`src/rtl/complement_pkg.sv`:
```
// Shared types for the bit-serial two's-complement sequencer.
package complement_pkg;

    typedef enum logic [1:0] {IDLE, SHIFT, DONE} cmp_state_t;

    localparam int CMP_WIDTH_DEFAULT = 8;

endpackage

```
`src/rtl/complement_bit_cell.sv`:
```
// One slice of the two's-complement chain: invert every bit above the lowest set bit.
module complement_bit_cell (
    input  logic a,
    input  logic flag,
    output logic w,
    output logic nflag
);

    assign w     = a ^ flag;
    assign nflag = a | flag;

endmodule

```
`src/rtl/serial_complement_ctrl.sv`:
```
// Bit-serial two's-complement negator: one operand per handshake, one bit per clock LSB-first,
// result presented with a valid/ready handshake.
module serial_complement_ctrl
    import complement_pkg::*;
#(
    parameter int WIDTH = CMP_WIDTH_DEFAULT
) (
    input  logic             clk,
    input  logic             rst,
    input  logic             in_valid,
    output logic             in_ready,
    input  logic [WIDTH-1:0] in_data,
    output logic             out_valid,
    input  logic             out_ready,
    output logic [WIDTH-1:0] out_data,
    output logic             zero,
    output logic             ovf,
    output logic             busy
);

    localparam int CNT_W = $clog2(WIDTH);
    localparam logic [WIDTH-1:0] MOST_NEG = {1'b1, {(WIDTH-1){1'b0}}};

    cmp_state_t       state, state_nxt;
    logic [WIDTH-1:0] sreg;
    logic [WIDTH-1:0] result;
    logic [WIDTH-1:0] opnd;
    logic [CNT_W-1:0] cnt;
    logic             flag;
    logic             w;
    logic             nflag;
    logic             accept;
    logic             last;

    complement_bit_cell u_cell (
        .a     (sreg[0]),
        .flag  (flag),
        .w     (w),
        .nflag (nflag)
    );

    always_ff @(posedge clk) begin
        if (rst) begin
            state <= IDLE;
        end else begin
            state <= state_nxt;
        end
    end

    always_comb begin
        state_nxt = state;
        accept    = 1'b0;
        last      = 1'b0;
        case (state)
            IDLE: begin
                if (in_valid) begin
                    accept    = 1'b1;
                    state_nxt = SHIFT;
                end
            end
            SHIFT: begin
                if (cnt == CNT_W'(WIDTH-1)) begin
                    last      = 1'b1;
                    state_nxt = DONE;
                end
            end
            DONE: begin
                if (out_ready) begin
                    state_nxt = IDLE;
                end
            end
            default: state_nxt = IDLE;
        endcase
    end

    assign in_ready  = (state == IDLE);
    assign out_valid = (state == DONE);
    assign busy      = (state != IDLE);
    assign out_data  = result;

    // The flag is cleared on every accept so no carry state leaks between operands.
    always_ff @(posedge clk) begin
        if (rst) begin
            sreg   <= '0;
            result <= '0;
            opnd   <= '0;
            cnt    <= '0;
            flag   <= 1'b0;
            zero   <= 1'b0;
            ovf    <= 1'b0;
        end else if (accept) begin
            sreg <= in_data;
            opnd <= in_data;
            flag <= 1'b0;
            cnt  <= '0;
        end else if (state == SHIFT) begin
            flag   <= nflag;
            result <= {w, result[WIDTH-1:1]};
            sreg   <= sreg >> 1;
            cnt    <= cnt + 1'b1;
            if (last) begin
                zero <= (opnd == '0);
                ovf  <= (opnd == MOST_NEG);
            end
        end
    end

endmodule

```
`config.mk`:
```
export PLATFORM = sky130hd
export DESIGN_NAME = serial_complement_ctrl
export DESIGN_NICKNAME = d
export VERILOG_FILES = /design/src/rtl/complement_pkg.sv /design/src/rtl/complement_bit_cell.sv /design/src/rtl/serial_complement_ctrl.sv
export SDC_FILE = /design/constraint.sdc
export NUM_CORES = 1
export LEC_CHECK = 0
export CAP_MARGIN = 40
export CORE_ASPECT_RATIO = 2
export CORE_UTILIZATION = 35
export CTS_CLUSTER_DIAMETER = 50
export DETAILED_ROUTE_END_ITERATION = 8
export PLACE_DENSITY = 0.59
export SETUP_SLACK_MARGIN = 0.05
export SYNTH_ARGS = -nofsm -noshare
export SYNTH_HDL_FRONTEND = slang
export SYNTH_SLANG_ARGS = --single-unit
```
`constraint.sdc`:
```
create_clock -name clk -period 2.3 [get_ports clk]
set_input_delay 0.345 -clock clk [delete_from_list [all_inputs] [get_ports clk]]
set_output_delay 0.345 -clock clk [all_outputs]
set_load 0.02 [all_outputs]
```
==> impl_results.md, run 1 <==
* Outcome: finished, final reports clean
* Slowest cell delay on critical path at 0.63 ns
* First-pass GRT wire length at 4.80 mm
* DRT antenna net count at 0
* Largest net degree at the start of global routing at 20
* Dominant synthesized flop cell: dfxtp_1
* Dpl hpwl at 2.11 mm
* Setup Viol. Count Final at 0
* R2R Path End: flag
* Height of the die at 91.0 um
* Reg2reg path depth at 4
* Routed vias at 1138
* Drt total wl at 2.75 mm
* Tightest Pin Transition at 0.629 ns
* Rel. slew slack at 0.580
* FFs w/ async S/R, synth at 0
* Hold Startpoint: out_data[0]
* Starting Density at 0.365
* # Post-CTS Setup Buffers at 0
* Seq/Total Area, Yosys at 0.462
* Largest cells by area after synthesis: dfxtp_1 46%, mux2i_1 7.2%, nor2_1 6.2%
* Total power at 1150 uW
* Final period util at 0.901
* Drt via density at 4.88
* Pre-antenna DRT Iters at 4
* Synth-to-Final Area Change at 25.4%
* Initial antenna violation count at 0
* Critical path endpoint category: output pin
* Routability Congestion at 0.733
* Synthesized Nets at 173
* Worst R2R Setup Slack at 0.66 ns
* Share of the synthesized area in the top cell type at 0.462
* Initial DRC Count at 50
* Hold Path Cell Cnt at 2
* Max Slew Vio Count at 0
* Most frequent cells in the layout: 32 x dfxtp_1, 24 x clkdlybuf4s50_1, 23 x nor2_1
* Critical Setup Path Class: reg -> out
* Pwr per Cell Area at 660 mW/mm^2
* Top-Level Pins at 25
* Max-cap viol count at 0
* CP Data Required Time at 1.96 ns
* Crit path launch type: register
* GR Util All Layers at 0.155
* Total die area at 0.00424 sq mm
* Slowest CP cell: clkdlybuf4s50_1
* Clock skew at 0.00292 ns
* VDD IR-drop max at 392 uV
* ANT cells at 0
* Max Buffers Root-to-Sink at 2
* PortBufs at 24
* Synthesized area at 0.00139 sq mm
* Avg WL per Cell at 11.8 um
* CTS tree: yes
* Hold Fails Final Rpt at 0
* Core area at 0.00380 sq mm
* YS warnings at 0
* Clock sink count at 32
* Number of enable flip-flop cells after synthesis at 0
* Clock-pin transition on the worst setup and hold timing paths at 0.06 ns
* F_max at 483 MHz
* H-tree depth at 2
* Clk root buf: clkbuf_8
* CTS-repair resized insts at 0
* Lkg Pwr at 0.000698 uW
* Setup_tns at 0 ns
* Syn Area/Cell at 8.78 sq um
* Post-cts hold buffer count at 0
* Critical path peak fanout at 13
* Fin nets at 199
* Most common cell after layout, fill and taps aside: dfxtp_1
* WP data arrival at 1.73 ns
* Total gr overflow at 0
* Synth cell types at 27
* Reg2reg start: state[0]
* Hold crit path type: reg -> reg
* RSZ-0062 raised after global routing: false
* Vias in the first global route at 1120
* Worst skew pair latency at 0.28 ns
* Standard-cell row count at 32
* Worst Hold End: out_data[0]
* Cell taking the most area after synthesis: dfxtp_1
* Crit path time final at 2.07 ns
* Synth Instances at 158
* CP Cell Sequence: nor2b_1, clkdlybuf4s50_1
* Synth Register Bits at 32
* Drc violations at 0
* Number of buffers created by CTS at 5
* Die W at 46.5 um
* Share of layout cells above drive strength 1 at 0.0934
## layer usage
layer | track usage | wire length (um) | vias up
li1 | - | - | 582
met1 | 0.162 | 1080 | 523
met2 | 0.260 | 1480 | 28
met3 | 0.0537 | 129 | 5
met4 | 0.0662 | 57 | 0
met5 | 0 | 0 | -
## power by group
part,internal [uW],switching (uW)
Combinational,82.3,81.8
Sequential,583,18.3
Clock,194,188
Total,860,288
## synthesized netlist by cell type (2+ instances only)
cell type  instances
a211oi_1           4
a21oi_1           13
a22o_1             4
buf_2              4
buf_4              2
clkbuf_1           4
dfxtp_1           32
ha_1               3
inv_1             10
mux2i_1           10
nand2_1           19
nand2b_1           5
nand3b_1           2
nor2_1            23
nor2b_1            2
nor3_1             7
o41ai_1            2
or3b_2             3
## through the flow
stage	hold WS (ns)	area, sq um	setup slack (ns)	cells	utilization
2_1_floorplan	0.441	1390	0.834	158	-
3_3_place_gp	0.447	1670	0.394	228	0.439
3_5_place_dp	0.449	1670	0.404	228	0.439
4_1_cts	0.457	1740	0.206	233	0.458
5_1_grt	0.480	1740	0.145	233	0.458
6_report	0.452	1740	0.228	233	0.458
## state kept, by name, indices dropped and copies added (netlist names)
signal	count
zero	1
sreg	8
ovf	1
flag	1
out_data	8
opnd	8
cnt	3
state	2
## kinds of logic after synthesis
kind of cell             Yosys count  synth area share
buffers and inverters             21            0.0739
AND/OR/NAND/NOR                   64             0.228
flip-flops                        32             0.462
XOR/XNOR                           1           0.00631
AO/OA/AOI/OAI                     27             0.131
multiplexers                      10            0.0721
adder cells (fa/ha/maj)            3            0.0271
## worst max path at each step
stage,start,endpoint,slack (ns),depth (start not counted)
2_1_floorplan,state[0],busy,0.83,4
3_3_place_gp,in_valid,sreg[4],0.39,4
3_5_place_dp,in_valid,sreg[4],0.40,4
4_1_cts,state[1],out_valid,0.21,2
5_1_grt,state[1],out_valid,0.15,2
6_report,state[1],out_valid,0.23,2
## worst max-delay path, delay by kind of cell (launching register included)
family,cells,cell delay [ns]
buffers and inverters,1,0.63
DFF,1,0.59
and+or+nand+nor,1,0.23
## cell type report
type | count | area [sq um]
timing repair buffer | 30 | 285
inverter | 10 | 37.5
fill | 374 | 2060
clock buffer | 5 | 68.8
multi-input combinational | 105 | 644
sequential | 32 | 641
tap | 51 | 63.8
Note: power is estimated with default switching activity, not from simulation.
==> run 2: changes to the inputs <==
REMOVE_ABC_BUFFERS = 1   (was unset)
==> impl_results.md, run 2 (same netlist as run 1, synthesis figures left out) <==
* Max Slew Vio Count at 0
* Max Buffers Root-to-Sink at 2
* Routed vias at 1133
* Critical Setup Path Class: reg -> out
* GR Util All Layers at 0.151
* Sequential Power Share at 0.498
* PortBufs at 24
* Dpl hpwl at 2.16 mm
* Setup slack at placement at 0.413 ns
* Rel. slew slack at 0.709
* RSZ-0062 raised after global routing: false
* Avg WL per Cell at 12.3 um
* Drt via density at 4.80
* H-tree depth at 2
* Core area at 0.00380 sq mm
* Most frequent cells in the layout: 32 x dfxtp_1, 24 x clkdlybuf4s50_1, 23 x nor2_1
* Final period util at 0.906
* Critical path endpoint category: output pin
* Most common cell after layout, fill and taps aside: dfxtp_1
* VDD IR-drop max at 397 uV
* CP Data Required Time at 1.96 ns
* Worst skew pair latency at 0.28 ns
* Starting Density at 0.365
* Drt total wl at 2.90 mm
* Total die area at 0.00424 sq mm
* Tightest Pin Transition at 0.437 ns
* Outcome: finished, final reports clean
* Total gr overflow at 0
* CTS tree: yes
* # Post-CTS Setup Buffers at 0
* Crit path time final at 2.08 ns
* Setup ws final at 0.217 ns
* First-pass GRT wire length at 4.69 mm
* Initial antenna violation count at 0
* Height of the die at 91.0 um
* Max-cap viol count at 0
* Vias in the first global route at 1097
* Lkg Pwr at 0.000708 uW
* Switching share of power at 0.244
* Standard-cell row count at 32
* Power share of the combinational group at 0.140
* Routability Congestion at 0.674
* Setup Viol. Count Final at 0
* Top-Level Pins at 25
* Clock Power Share at 0.361
* Clock-pin transition on the worst setup and hold timing paths at 0.06 ns
* Pre-antenna DRT Iters at 4
* Initial DRC Count at 19
* WP data arrival at 1.74 ns
* Drc violations at 0
* Post-cts hold buffer count at 0
* Placed insts at 228
* Clk root buf: clkbuf_8
* Clock skew at 0.000997 ns
* Share of layout cells above drive strength 1 at 0.0973
* Clock sink count at 32
* Hold Fails Final Rpt at 0
* Crit path launch type: register
* Die W at 46.5 um
* Number of buffers created by CTS at 5
* Critical path peak fanout at 13
* P_sw at 294 uW
* CTS-repair resized insts at 0
* Cell Int Power at 909 uW
* Hold crit path type: reg -> reg
* Setup_tns at 0 ns
* DRT antenna net count at 0
* Non-filler cells, final at 236
* F_max at 480 MHz
* Synth-to-Final Area Change at 27.0%
* ANT cells at 0
* Largest net degree at the start of global routing at 23
* Pwr per Cell Area at 683 mW/mm^2
* Fin nets at 199
## run 2: changes by cell type in the layout (fill, tap and decap cells not counted)
cell | before | now
clkbuf_1 | 0 | 2
clkbuf_8 | 5 | 6
## run 2: power groups by stage
stage          logic [uW]  registers [uW]  clock network [uW]
6_report              169             600                 435
5_1_grt               189             602                 470
4_1_cts               171             599                 452
3_5_place_dp          170             611                   0
3_3_place_gp          165             609                   0
2_1_floorplan        91.2             614                   0
## run 2: area by class of cell
class,count,area [sq um]
clock buffer,8,90.1
multi-input combinational,105,644
inverter,10,37.5
timing repair buffer,30,285
fill,381,2040
tap,51,63.8
sequential,32,641
## run 2: path summary, 6_finish.rpt
path                            cells past startpoint          end        start  slack (ns)
worst max-delay path                                2    out_valid     state[1]        0.22
worst min-delay path                                2  out_data[0]  out_data[0]        0.45
worst min register to register                      2  out_data[0]  out_data[0]        0.45
worst max register to register                      3       cnt[1]     state[1]        0.87
## run 2: worst max-delay path: stages (launching register included)
cell and delay [ns]:
dfxtp_1 0.57, nor2b_1 0.25, clkdlybuf4s50_1 0.64
## run 2: metrics by stage
| stage | util | hold slack [ns] | area (sq um) | power [uW] |
|---|---|---|---|---|
| after global routing | 0.463 | 0.490 | 1760 | 1260 |
| after global placement | 0.439 | 0.440 | 1670 | 774 |
| after CTS | 0.463 | 0.454 | 1760 | 1220 |
| final | 0.463 | 0.454 | 1760 | 1200 |
| after detailed placement | 0.439 | 0.446 | 1670 | 781 |
| after floorplan | - | 0.414 | 1320 | 705 |
## run 2: layer usage
| metal | routed length [um] | track usage | vias up |
|---|---|---|---|
| met5 | 0 | 0 | - |
| met4 | 59 | 0.0735 | 0 |
| met3 | 100 | 0.0358 | 6 |
| met2 | 1560 | 0.265 | 28 |
| met1 | 1180 | 0.154 | 520 |
| li1 | - | - | 579 |
==> run 3: changes to the inputs <==
clock period = 2.4 ns   (was 2.3 ns; I/O delays follow)
==> impl_results.md, run 3 (same netlist as run 1, synthesis figures left out) <==
* Clk root buf: clkbuf_8
* Most frequent cells in the layout: 32 x dfxtp_1, 24 x clkdlybuf4s50_1, 23 x nor2_1
* Post-DP Area at 0.00166 sq mm
* Total die area at 0.00424 sq mm
* Setup Viol. Count Final at 0
* Die W at 46.5 um
* Max Buffers Root-to-Sink at 2
* Dpl hpwl at 2.15 mm
* Number of buffers created by CTS at 5
* Max-cap viol count at 0
* Clock sink count at 32
* Setup_tns at 0 ns
* Tightest Pin Transition at 0.438 ns
* Crit path time final at 2.12 ns
* Standard-cell row count at 32
* Most used routing layer in global routing: met2
* Height of the die at 91.0 um
* Most common cell after layout, fill and taps aside: dfxtp_1
* Critical path endpoint category: output pin
* Top-Level Pins at 25
* Largest net degree at the start of global routing at 36
* Post-cts hold buffer count at 0
* Share of layout cells above drive strength 1 at 0.0924
* Power share of the combinational group at 0.139
* PortBufs at 24
* CTS tree: yes
* Lkg Pwr at 0.000703 uW
* Vias in the first global route at 1096
* Routed vias at 1112
* Initial antenna violation count at 0
* M3 GR Usage at 0.0358
* Fin nets at 198
* Clock skew at 0.00583 ns
* Routing usage on met1 at 0.162
* H-tree depth at 2
* Drt total wl at 2.84 mm
* GR Util All Layers at 0.152
* Clock-pin transition on the worst setup and hold timing paths at 0.06 ns
* First-pass GRT wire length at 4.78 mm
* Core area at 0.00380 sq mm
* Total gr overflow at 0
* F_max at 471 MHz
* Synth-to-Final Area Change at 26.4%
* Max Slew Vio Count at 0
* ANT cells at 0
* Design area at 0.00175 sq mm
* Rel. slew slack at 0.708
* Drt via density at 4.73
* Drc violations at 0
* Starting Density at 0.365
* Worst skew pair latency at 0.28 ns
* Multi-input gate area at 644 sq um
* Register area at 641 sq um
* RSZ-0062 raised after global routing: false
* Routability Congestion at 0.684
* Outcome: finished, final reports clean
* # Post-CTS Setup Buffers at 0
* Sequential Power Share at 0.500
* GR Util met2 at 0.262
* Initial DRC Count at 27
* Switching share of power at 0.242
* CP Data Required Time at 2.04 ns
* Clock Power Share at 0.361
* # fillers at 375
* Hold Fails Final Rpt at 0
* Cell Int Power at 870 uW
* Pre-antenna DRT Iters at 4
* CTS-repair resized insts at 0
* Final period util at 0.884
* Critical path peak fanout at 13
* Crit path launch type: register
* DRT antenna net count at 0
* P_sw at 278 uW
* Pwr per Cell Area at 654 mW/mm^2
* Avg WL per Cell at 12.1 um
* WP data arrival at 1.76 ns
* VDD IR-drop max at 381 uV
* Critical Setup Path Class: reg -> out
* Hold crit path type: reg -> reg
## run 3: power groups by stage
stage / combinational (uW) / clock [uW] / sequential, uW
after CTS: 162 / 429 / 574
after floorplan: 87.4 / 0 / 589
after global placement: 157 / 0 / 583
final: 160 / 414 / 574
after global routing: 178 / 448 / 577
after detailed placement: 162 / 0 / 585
## run 3: final timing paths
path / start / to / slack [ns] / cells past startpoint
max: state[1] / out_valid / 0.28 / 2
min: out_data[0] / out_data[0] / 0.45 / 2
min reg2reg: out_data[0] / out_data[0] / 0.45 / 2
max reg2reg: state[0] / flag / 0.77 / 5
## run 3: final cells by class
type | instances | share of cell area
clock buffers | 8 | 0.0514
flip-flops and latches | 32 | 0.365
inverters | 10 | 0.0214
repair buffers | 29 | 0.158
multi-input cells | 105 | 0.367
well taps | 51 | 0.0364
## run 3: metal layers
layer	share of wire	wire length [um]
met2	0.53	1510
met5	0	0
met4	0.021	60
met1	0.42	1180
met3	0.029	82
## run 3: through the flow
step,power (uW),utilization,hold WS [ns],instances,setup slack (ns)
6_report,1150,0.461,0.454,235,0.278
5_1_grt,1200,0.461,0.485,235,0.175
4_1_cts,1170,0.461,0.455,235,0.262
3_5_place_dp,747,0.438,0.446,227,0.482
3_3_place_gp,741,0.438,0.440,227,0.553
2_1_floorplan,676,-,0.429,147,0.720
## run 3: critical path: stages (launching register included)
cell and delay (ns):
dfxtp_1 0.59, nor2b_1 0.26, clkdlybuf4s50_1 0.63
